$ cat src/rtl/cfg_chain_pkg.sv
// Shared types and helpers for the configuration-chain memory.
//   state_t    : framing state of the chain (idle, loading, full, overrun)
//   cnt_width  : width of the shift counter; it must hold 0..NUM_BITS+1
package cfg_chain_pkg;

  typedef enum logic [1:0] {
    ST_IDLE    = 2'd0,
    ST_LOAD    = 2'd1,
    ST_FULL    = 2'd2,
    ST_OVERRUN = 2'd3
  } state_t;

  function automatic int cnt_width(input int num_bits);
    return $clog2(num_bits + 2);
  endfunction

endpackage

$ cat src/rtl/cfg_shift_chain.sv
// Bare serial configuration shift register.
//   clk      : programming clock, rising edge
//   rst      : synchronous active-high reset, clears the register
//   head     : serial data in, enters at sr[0]
//   shift_en : shift one position this cycle
//   tail     : serial data out, sr[NUM_BITS-1]
//   sr       : parallel view of the register
module cfg_shift_chain #(
  parameter int NUM_BITS = 4
) (
  input  logic                clk,
  input  logic                rst,
  input  logic                head,
  input  logic                shift_en,
  output logic                tail,
  output logic [NUM_BITS-1:0] sr
);

  always_ff @(posedge clk) begin
    if (rst) begin
      sr <= '0;
    end else if (shift_en) begin
      sr[0] <= head;
      for (int i = 1; i < NUM_BITS; i++) begin
        sr[i] <= sr[i-1];
      end
    end
  end

  // Tail comes straight from a flop, so chained instances see a clean registered bit.
  assign tail = sr[NUM_BITS-1];

endmodule

$ cat src/rtl/cfg_chain_mem_shadowed.sv
// Configuration-chain memory with frame checking and an optional shadow register.
//   prog_clk   : programming clock, rising edge
//   prog_reset : synchronous active-high reset
//   ccff_head  : serial config data in
//   shift_en   : shift one bit this cycle
//   commit     : one-cycle request to transfer the shift register to mem_out
//   ccff_tail  : serial data out (last bit of the shift register)
//   mem_out    : active configuration bits
//   mem_outb   : bitwise complement of mem_out
//   commit_ok  : one-cycle pulse, the previous-cycle commit was accepted
//   cfg_err    : sticky, a commit was rejected because the frame length was wrong
//   cfg_valid  : sticky, at least one commit was accepted since reset
module cfg_chain_mem_shadowed
  import cfg_chain_pkg::*;
#(
  parameter int NUM_BITS = 4,
  parameter bit SHADOW   = 1'b1
) (
  input  logic                prog_clk,
  input  logic                prog_reset,
  input  logic                ccff_head,
  input  logic                shift_en,
  input  logic                commit,
  output logic                ccff_tail,
  output logic [NUM_BITS-1:0] mem_out,
  output logic [NUM_BITS-1:0] mem_outb,
  output logic                commit_ok,
  output logic                cfg_err,
  output logic                cfg_valid
);

  localparam int CW = cnt_width(NUM_BITS);
  localparam logic [CW-1:0] CNT_FULL = CW'(NUM_BITS);
  localparam logic [CW-1:0] CNT_MAX  = CW'(NUM_BITS + 1);

  logic [NUM_BITS-1:0] sr;
  logic [CW-1:0]       cnt, cnt_nxt;
  state_t              state, state_nxt;
  logic                accept;

  cfg_shift_chain #(
    .NUM_BITS (NUM_BITS)
  ) u_chain (
    .clk      (prog_clk),
    .rst      (prog_reset),
    .head     (ccff_head),
    .shift_en (shift_en),
    .tail     (ccff_tail),
    .sr       (sr)
  );

  // The state is a pure function of the count; registering both keeps them in step.
  function automatic state_t state_of(input logic [CW-1:0] c);
    if (c == '0)            return ST_IDLE;
    else if (c < CNT_FULL)  return ST_LOAD;
    else if (c == CNT_FULL) return ST_FULL;
    else                    return ST_OVERRUN;
  endfunction

  always_comb begin
    cnt_nxt = cnt;
    accept  = 1'b0;
    if (commit) begin
      // Commit judges the frame already in sr; a bit shifted in the same cycle
      // is the first bit of the next frame.
      accept  = (state == ST_FULL);
      cnt_nxt = shift_en ? CW'(1) : '0;
    end else if (shift_en && (cnt != CNT_MAX)) begin
      cnt_nxt = cnt + 1'b1;
    end
    state_nxt = state_of(cnt_nxt);
  end

  always_ff @(posedge prog_clk) begin
    if (prog_reset) begin
      cnt       <= '0;
      state     <= ST_IDLE;
      commit_ok <= 1'b0;
      cfg_err   <= 1'b0;
      cfg_valid <= 1'b0;
    end else begin
      cnt       <= cnt_nxt;
      state     <= state_nxt;
      commit_ok <= accept;
      if (accept)            cfg_valid <= 1'b1;
      if (commit && !accept) cfg_err   <= 1'b1;
    end
  end

  generate
    if (SHADOW) begin : g_shadow
      logic [NUM_BITS-1:0] shadow;
      always_ff @(posedge prog_clk) begin
        if (prog_reset)  shadow <= '0;
        else if (accept) shadow <= sr;
      end
      assign mem_out = shadow;
    end else begin : g_direct
      assign mem_out = sr;
    end
  endgenerate

  assign mem_outb = ~mem_out;

endmodule
$ cat config.mk
export PLATFORM = sky130hd
export DESIGN_NAME = cfg_chain_mem_shadowed
export DESIGN_NICKNAME = d
export VERILOG_FILES = /design/src/rtl/cfg_chain_pkg.sv /design/src/rtl/cfg_shift_chain.sv /design/src/rtl/cfg_chain_mem_shadowed.sv
export SDC_FILE = /design/constraint.sdc
export NUM_CORES = 1
export LEC_CHECK = 0
export ABC_AREA = 1
export CAP_MARGIN = 30
export CORE_AREA = 2 2 41 43
export DETAILED_ROUTE_END_ITERATION = 10
export DIE_AREA = 0 0 43 45
export PLACE_DENSITY = 0.83
export SLEW_MARGIN = 20
export SYNTH_ARGS = -nofsm -noshare
export SYNTH_HDL_FRONTEND = slang
export SYNTH_SLANG_ARGS = --single-unit
$ cat constraint.sdc
create_clock -name prog_clk -period 1.5 [get_ports prog_clk]
set_clock_uncertainty 0.2 [all_clocks]
set_input_delay 0.45 -clock prog_clk [delete_from_list [all_inputs] [get_ports prog_clk]]
set_output_delay 0.45 -clock prog_clk [all_outputs]
set_load 0.02 [all_outputs]
======== After elaboration in Yosys (flattened, before gate mapping) ========
Cells that the tools add are included.
cells by class
  $add $sub $neg .......................... 1
  multiply operators ...................... 0
  divide/modulo/power cells ............... 0
  order comparisons ....................... 1
  equal/unequal tests ..................... 3
  shift operators ......................... 0
  mux-type cells .......................... 6
  bitwise operators ....................... 1
  reduce and logical (&&, ||, !) cells .... 6
operators by type and width
  operator             number
  $mux 3               2
  $mux 1               4
  $not 4->4            1
  $add 3x1->3 const B  1
  $eq 3x3->1 const B   1
  $logic_not 3->1      1
  $lt 3x3->1 const B   1
  $ne 3x3->1 const B   1
  $reduce_or 3->1      1
  $eq 2x2->1 const B   1
  $logic_and 1x1->1    2
  $reduce_or 2->1      1
  $logic_not 1->1      1
storage, ports and cells
  flip-flop bits (word level) ............. 16
  bits in latches ......................... 0
  RAM bits ................................ 0
  ROM bits ................................ 0
  output and inout port bits .............. 12
  logic and storage cells ................. 26
  memories kept ........................... 0

======== Longest topological paths before layout ========
Gate-level depths: netlist of run 1.
  depth after elaboration ................. 7
  mapped depth ............................ 7

======== Modules after synthesis ========
From an unflattened synthesis of run 1, not the netlist that was laid out.
unflattened totals
  cells, all modules ...................... 93
  area total of the unflattened synthesis .. 673.1 µm²
by module, submodules not included
  module                  instances  cells an instance  area an instance (µm²)
  cfg_chain_mem_shadowed  1          66                 490.5
  cfg_shift_chain         1          27                 182.7

======== Worst setup path before layout of run 1 ========
No wires, ideal clock.
  kind .................................... flip-flop to output port
  start point ............................. register g_shadow.shadow[0] (netlist: mem_out[0])
  end point ............................... output port mem_outb[0]
  data arrival time ....................... 0.588 ns
  setup slack ............................. 0.262 ns
  stages on the path, launching flop included .. 2
  buffers on the path ..................... 0
  path through ............................ dfxtp_1 inv_1
between the ends
  cells in the longest elaborated chain, start to end .. 1
ends and longest elaborated chain
  what                      RTL line                       source
  start: declaration        cfg_chain_mem_shadowed.sv:92   logic [NUM_BITS-1:0] shadow;
  start signal: assignment  cfg_chain_mem_shadowed.sv:95   else if (accept) shadow <= sr;
  $not 4->4                 cfg_chain_mem_shadowed.sv:103  assign mem_outb = ~mem_out;
  end: declaration          cfg_chain_mem_shadowed.sv:26   output logic [NUM_BITS-1:0] mem_outb,
No other way between the ends.

======== Final worst setup path of run 1 ========
  start point ............................. register g_shadow.shadow[1] (netlist: mem_out[1])
  end point ............................... output port mem_outb[1]
The elaborated chain is that of the path after synthesis.

==> flow_summary.ini, run 1 <==
[timing]
holdWs_ps = 265
finalSetupViolations = 0
grt_setup_unrepaired = no
slew_headroom = 0.869
period_share = 0.971
tightest_slew_ps = 196
fmax_mhz = 686
tns_ps = 0
layout_min_cycle_time_ps = 1460
slew_viol_final = 0
worst_slack_ps = 42.8
hold_viol = 0

[place]
dp.cells = 114
routabilityCongestion = 0.819
placed_area_um2 = 840
place_ws_ps = -211
post-dp-hpwl_um = 965
io_buffers = 16

[floorplanning]
core_um2 = 1470
io_pins = 17
die_h_um = 45
start_util = 0.436
fp.dieW_um = 43
dieArea_um2 = 1940
fp-row-count = 14

[logic_synthesis]
synth_top_cell_area_share = 0.499
synth_top_cells_by_area = dfxtp_1 50%, inv_1 8.8%, nand2_1 8.8%, a21oi_1 5.5%, nor2_1 4.7%
synth_common_cells = 16 x dfxtp_1, 15 x inv_1, 15 x nand2_1, 8 x nor2_1, 7 x a21oi_1
synth-async-reset-ratio = 0
syn_area_um2 = 642
yosysUniqueCellTypes = 16
yosys.cell_count.top_type = dfxtp_1
ys_seq_area_frac = 0.499
yosys.area.top_type = dfxtp_1
synth_cells = 80
synth_ff_type = dfxtp_1
ys_ff_latch = 16
synth_edf_count = 0
syn-num-nets = 87
syn_avg_cell_area_um2 = 8.02
ys.warnings.count = 0

[power_and_ir_drop]
p_per_area_nw_per_um2 = 910
leakage_nw = 0.375
ir_worst_vdd_v = 0.000405
totalPowerFinal_uw = 749

[global_routing]
groute.usage.overall = 0.155
grt_pass1_wl_mm = 2.02
antenna_found_initial = 0
grt_overflow = 0
grt_pass1_vias = 480
grt_max_degree = 9

[setup_path]
regToRegEndpoint = cnt[2]$_SDFF_PP0_
worstPathRequired_ps = 850
critPathCaptureType = output port
r2r_start = cnt[0]$_SDFF_PP0_
reg2reg_slack_ps = 180
crit_fanout = 3
arrival_ps = 810
crit_type = flip-flop to output port
startpoint_type = flip-flop
reg2regPathDepth = 6

[clock_network]
clock_latency_ps = 290
cts_hold_buffers = 0
cts-root-buf = clkbuf_4
path_clk_slew_ps = 90
clockBufferDepth = 2
cts.sink_count = 16
numCtsBuffers = 3
h-tree-depth = 1
cts_tree = done

[final_layout]
instances_no_fill = 118
fin_nets = 111
area_growth_pct = 28.3
layout-drive-gt1-share = 0.284
post-route-util = 0.560
final_area_um2 = 823
antenna_cells = 0

[routing]
drcViolationCount = 0
avgRoutedWirePerCell_um = 11.0
routed_wl_mm = 1.29
routed_via_density = 4.91
drtIter0Drc = 8
antenna_left = 0
vias = 579
drtPass1Iterations = 4

[min_path]
worstHoldStart = u_chain.sr[0]$_SDFFE_PP0P_
holdPathStages = 2
min_path_type = flip-flop to flip-flop
worstHoldEndpoint = mem_out[0]$_SDFFE_PP0P_

[run]
maxCapViolCount = 0

[outcome]
status = finished, final reports clean
==> layer usage <==
layer / vias up / share of wire / global-route usage
li1: 297 / - / -
met3: 4 / 0.056 / 0.0280
met4: 0 / 0.049 / 0.164
met5: - / 0 / 0
met1: 255 / 0.44 / 0.169
met2: 23 / 0.46 / 0.245
==> worst max path at each step <==
stage	from	to	slack [ps]	cells after the start
floorplan	mem_out[0]$_SDFFE_PP0P_	mem_outb[0]	260	1
global placement	commit	state[0]$_SDFF_PP0_	-170	6
detailed placement	commit	state[0]$_SDFF_PP0_	-210	6
CTS	mem_out[0]$_SDFFE_PP0P_	mem_outb[0]	2	2
global route	mem_out[0]$_SDFFE_PP0P_	mem_out[0]	3	1
finish	mem_out[1]$_SDFFE_PP0P_	mem_outb[1]	40	2
==> registers in the layout, indices dropped and copies added (netlist names) <==
name,count
cfg_err,1
cfg_valid,1
cnt,3
commit_ok,1
mem_out,4
state,2
u_chain.sr,4
==> cells in the final DEF, fill, tap and decap left out, types with 2 or more instances in the layout <==
master	n
buf_4	6
a21oi_2	2
nand2_1	15
inv_1	14
nand4_1	2
dfxtp_2	4
clkdlybuf4s50_1	4
nor2_1	8
clkbuf_4	3
buf_2	10
a21oi_1	7
ha_1	2
o21ai_0	3
nand3_1	4
dfxtp_1	12
==> repair_timing <==
action,4_1_cts,5_1_grt
buffers inserted,0,1
setup endpoints to repair,12,3
resized for setup,51,5
==> worst max-delay path, cell delays in order, from the launching register on <==
cell     delay (ps)
dfxtp_2         350
inv_1            30
buf_2           140
==> layout make-up <==
cell class | instances | area, um2
Clock buffer | 3 | 22.5
Fill cell | 139 | 648
Inverter | 16 | 65.1
Multi-Input combinational cell | 46 | 244
Sequential cell | 16 | 325
Tap cell | 16 | 20.0
Timing Repair Buffer | 21 | 146
==> kinds of logic (layout without fill, tap and decap cells) <==
logic type	count (synthesis)	after routing	share of synthesized area
flip-flops	16	16	0.499
AND/OR/NAND/NOR	30	30	0.212
adder cells (fa/ha/maj)	2	2	0.0390
buffers and inverters	18	40	0.121
AO/OA/AOI/OAI	14	14	0.129
==> report_power, final <==
group / internal (mW) / leakage (nW) / total (mW) / switching [mW]
Clock: 0.0933 / 0.0138 / 0.225 / 0.131
Sequential: 0.440 / 0.133 / 0.449 / 0.00901
Combinational: 0.0333 / 0.228 / 0.0758 / 0.0424
(Power assumes the default switching activity.)
==> run 2, diff against run 1 <==
- SETUP_SLACK_MARGIN: not set -> 0.02
==> run 2 against run 1 <==
Global-route usage unchanged. Sequential share of layout area shrank 1.2 points. Critical path depth stayed put. Final area is 3.0% higher. Routed wire length rose by 4.0%. Sequential power barely moved. Final cell count is 0.85% higher. Critical path type unchanged. Setup slack got worse by 11 ps. Count of clock-buffer cells in the layout is the same. Critical endpoint is now mem_outb[3].
==> flow_summary.ini, run 2 (synthesis results as in run 1) <==
[place]
post-dp-hpwl_um = 965
dp.cells = 114
routabilityCongestion = 0.819
io_buffers = 16

[final_layout]
antenna_cells = 0
layout-drive-gt1-share = 0.301
final_cell_mix = 15 x nand2_1, 13 x inv_1, 12 x dfxtp_1
layout_commonest_cell = nand2_1
fin_nets = 112
area_growth_pct = 32.2
instances_no_fill = 119

[floorplanning]
fp.dieW_um = 43
start_util = 0.436
fp-row-count = 14
core_um2 = 1470
io_pins = 17
die_h_um = 45
dieArea_um2 = 1940

[routing]
vias = 579
drcViolationCount = 0
drtPass1Iterations = 4
routed_wl_mm = 1.35
drtIter0Drc = 8
antenna_left = 0
routed_via_density = 4.87
avgRoutedWirePerCell_um = 11.3

[timing]
fmax_mhz = 681
hold_viol = 0
tightest_slew_ps = 197
finalSetupViolations = 0
grt_setup_unrepaired = yes
tns_ps = 0
layout_min_cycle_time_ps = 1470
period_share = 0.979
slew_headroom = 0.869
slew_viol_final = 0

[clock_network]
path_clk_slew_ps = 90
numCtsBuffers = 3
clock_latency_ps = 290
cts_tree = done
h-tree-depth = 1
cts.sink_count = 16
cts-root-buf = clkbuf_4
clockBufferDepth = 2
cts_hold_buffers = 0

[setup_path]
arrival_ps = 820
path_cells = inv_1 > buf_6
startpoint_type = flip-flop
worstPathRequired_ps = 850
crit_buf_inv = 2
critPathCaptureType = output port
crit_fanout = 3
slowest_stage = dfxtp_2
max_stage_delay_ps = 350
crit_type = flip-flop to output port
critical-path-top-delay-family = flip-flops

[global_routing]
grt_pass1_wl_mm = 2.02
groute.usage.overall = 0.155
antenna_found_initial = 0
grt_max_degree = 9
grt_overflow = 0
grt_pass1_vias = 480

[run]
maxCapViolCount = 0

[min_path]
min_path_type = flip-flop to flip-flop

[outcome]
status = finished, final reports clean

[power_and_ir_drop]
ir_worst_vdd_v = 0.000406
p_per_area_nw_per_um2 = 885
leakage_nw = 0.386
## run 2: through the flow
| stage | cell area (um2) | hold WS (ps) | setup slack (ps) | total power [mW] | util |
|---|---|---|---|---|---|
| final | 848 | 267 | 32.1 | 0.751 | 0.577 |
| after CTS | 806 | 271 | 1.79 | 0.751 | 0.548 |
| after floorplan | 642 | 233 | 262 | 0.501 | - |
| after global routing | 848 | 281 | -0.492 | 0.779 | 0.577 |
| after global placement | 840 | 250 | -169 | 0.534 | 0.571 |
| after detailed placement | 840 | 262 | -211 | 0.538 | 0.571 |
## run 2: cell type report
cell class,count,area [um2]
Inverter,16,65.1
Fill cell,140,623
Sequential cell,16,325
Multi-Input combinational cell,46,244
Tap cell,16,20.0
Timing Repair Buffer,22,171
Clock buffer,3,22.5
## run 2: final timing paths
check / start / end / slack (ps) / depth (start not counted)
setup / recovery: mem_out[3]$_SDFFE_PP0P_ / mem_outb[3] / 30 / 2
hold / removal: u_chain.sr[0]$_SDFFE_PP0P_ / mem_out[0]$_SDFFE_PP0P_ / 270 / 2
hold reg to reg: u_chain.sr[0]$_SDFFE_PP0P_ / mem_out[0]$_SDFFE_PP0P_ / 270 / 2
setup reg to reg: cnt[0]$_SDFF_PP0_ / cnt[2]$_SDFF_PP0_ / 180 / 6
## run 2: timing repair
action,in CTS,in global routing
setup endpoints to repair,12,9
resized for setup,51,12
setup buffers,0,2
## run 2: power breakdown
| group | internal, mW | leakage, nW | switching (mW) | total [mW] |
|---|---|---|---|---|
| clock network | 0.0933 | 0.0138 | 0.131 | 0.225 |
| logic | 0.0343 | 0.239 | 0.0427 | 0.0770 |
| registers | 0.440 | 0.133 | 0.00940 | 0.449 |
## run 2: layer usage
| layer | part of all wire | global-route usage | wire length (um) |
|---|---|---|---|
| met1 | 0.42 | 0.169 | 562 |
| met2 | 0.48 | 0.245 | 647 |
| met3 | 0.053 | 0.0280 | 71 |
| met4 | 0.047 | 0.164 | 63 |
| met5 | 0 | 0 | 0 |
## run 2: tightest hold or removal path: stages, from the launching register on
cell and delay, ps:
dfxtp_1 320, nand2_1 60, a21oi_1 50
==> patch (flow settings as in run 1) <==
`NUM_BITS` is set to 4 in 2 places; all go to 3.
--- a/src/rtl/cfg_shift_chain.sv
+++ b/src/rtl/cfg_shift_chain.sv
@@ -8,3 +8,3 @@
 module cfg_shift_chain #(
-  parameter int NUM_BITS = 4
+  parameter int NUM_BITS = 3
 ) (
--- a/src/rtl/cfg_chain_mem_shadowed.sv
+++ b/src/rtl/cfg_chain_mem_shadowed.sv
@@ -15,3 +15,3 @@
 #(
-  parameter int NUM_BITS = 4,
+  parameter int NUM_BITS = 3,
   parameter bit SHADOW   = 1'b1
Interface: changed (resized mem_out and mem_outb); port bits go from 17 to 15. No check against the original RTL was run, so the function may have changed too.
==> patch against run 1 <==
- register-to-register slack worse by 0.15 ns
- synthesized area is 2.1% lower
- total power is 6.3% higher
- routed wire length is 1.8% lower
- sequential cell count is 2 lower
- count of clock-buffer cells in the layout is 1 higher
- worst setup slack worse by 0.015 ns
- design area is 8.5% higher
- critical endpoint is now state[0]
==> patch: results (changes against run 1) <==
detailed_routing:
  wire_per_inst_microns: 10.3  # was 11.0 microns
  drt_iter0_markers: 10  # was 8
  vias_per_cell: 4.76  # was 4.91
  vias: 586  # was 579
  dr.pass1.iters: 5  # was 4
grt:
  grt_pass1_vias: 509  # was 480
  grt_pass1_wl_microns: 1920  # was 2020 microns
  grt_usage: 0.137  # was 0.155
synthesis:
  synth_area_leaders: "dfxtp_1 45%, inv_1 7.8%, nor2_1 7.2%"  # was dfxtp_1 50%, inv_1 8.8%, nand2_1 8.8%
  yosysUniqueCellTypes: 17  # was 16
  yosysSeqAreaShare: 0.446  # was 0.499
  syn_inst: 80  # unchanged
  synth_common_cells: "14 x dfxtp_1, 13 x inv_1, 12 x nor2_1"  # was 16 x dfxtp_1, 15 x inv_1, 15 x nand2_1
sta:
  tightest_slew_ns: 0.354  # was 0.196 ns
min_path:
  hp-start: "cfg_valid"  # was u_chain.sr[0]
  hold_path_end: "cfg_valid"  # was mem_out[0]
cells_and_area:
  finish.net_count: 115  # was 111
  drive_gt1_frac: 0.402  # was 0.284
  fillers: 130  # was 139
power:
  p_leak_nw: 0.458  # was 0.375 nW
placed_design:
  gp_congestion: 0.875  # was 0.819
  io_buffers: 14  # was 16
  dpl.hpwl_microns: 885  # was 965 microns
  place_area_sq_um: 845  # was 840 sq um
worst_setup_path:
  cp_max_fo: 10  # was 3
  critical_path_arrival_ns: 1.46  # was 0.81 ns
  r2r-end: "state[0]"  # was cnt[2]
  r2r_slack_ns: 0.03  # was 0.18 ns
run_status:
  status: "finished clean"  # unchanged
patch: cells by family after synthesis:
| group | Yosys count | synth area share |
|---|---|---|
| simple gates | 37 | 0.291 |
| buf+inv | 16 | 0.129 |
| flops | 14 | 0.446 |
| compound gates | 11 | 0.0936 |
| fa+ha+maj | 2 | 0.0398 |
patch: metal layers:
metal / global-route usage / vias to the layer above / part of all wire
li1: - / 304 / -
met1: 0.140 / 260 / 0.40
met2: 0.233 / 19 / 0.53
met3: 0.0360 / 3 / 0.054
met4: 0.121 / 0 / 0.012
met5: 0 / - / 0
patch: final cells by class:
cell class | count | area, sq um | share of cell area
multi-input cells | 50 | 308 | 0.345
repair buffers | 24 | 174 | 0.195
well taps | 16 | 20.0 | 0.0224
inverters | 15 | 70.1 | 0.0784
clock buffers | 4 | 36.3 | 0.0406
flip-flops and latches | 14 | 285 | 0.319
patch: worst max-delay path by stage:
stage	slack [ns]	startpoint	cells past startpoint	end
detailed placement	-0.44	shift_en	6	state[0]
global route	-0.02	cnt[1]	10	state[0]
global placement	-0.38	shift_en	8	state[0]
finish	0.03	shift_en	8	state[0]
floorplan	0.07	cnt[0]	7	state[0]
CTS	0.0004	commit_ok	1	commit_ok
patch: repair_timing:
item	4_1_cts	5_1_grt
gates cloned	0	0
gates resized for setup	42	17
setup endpoints to repair	12	6
pin swaps	2	4
setup buffers	0	1
patch: worst max-delay path: stages:
cell and delay [ns]:
dlygate4sd2_1 0.41, nand2_1 0.13, nand2_2 0.11, nand2_4 0.05, nor2_4 0.11, nand3_1 0.08
nand2_1 0.07, inv_1 0.04
patch: where the power goes:
group / switching, mW / internal (mW) / leakage (nW)
Combinational: 0.0673 / 0.0628 / 0.320
Sequential: 0.00708 / 0.388 / 0.116
Clock: 0.123 / 0.148 / 0.0210
patch: through the flow:
| stage | hold slack, ns | worst slack (ns) |
|---|---|---|
| after global routing | 0.293 | -0.0243 |
| after global placement | 0.237 | -0.384 |
| final | 0.257 | 0.0280 |
| after detailed placement | 0.247 | -0.437 |
| after floorplan | 0.266 | 0.0714 |
| after CTS | 0.263 | 0.000404 |
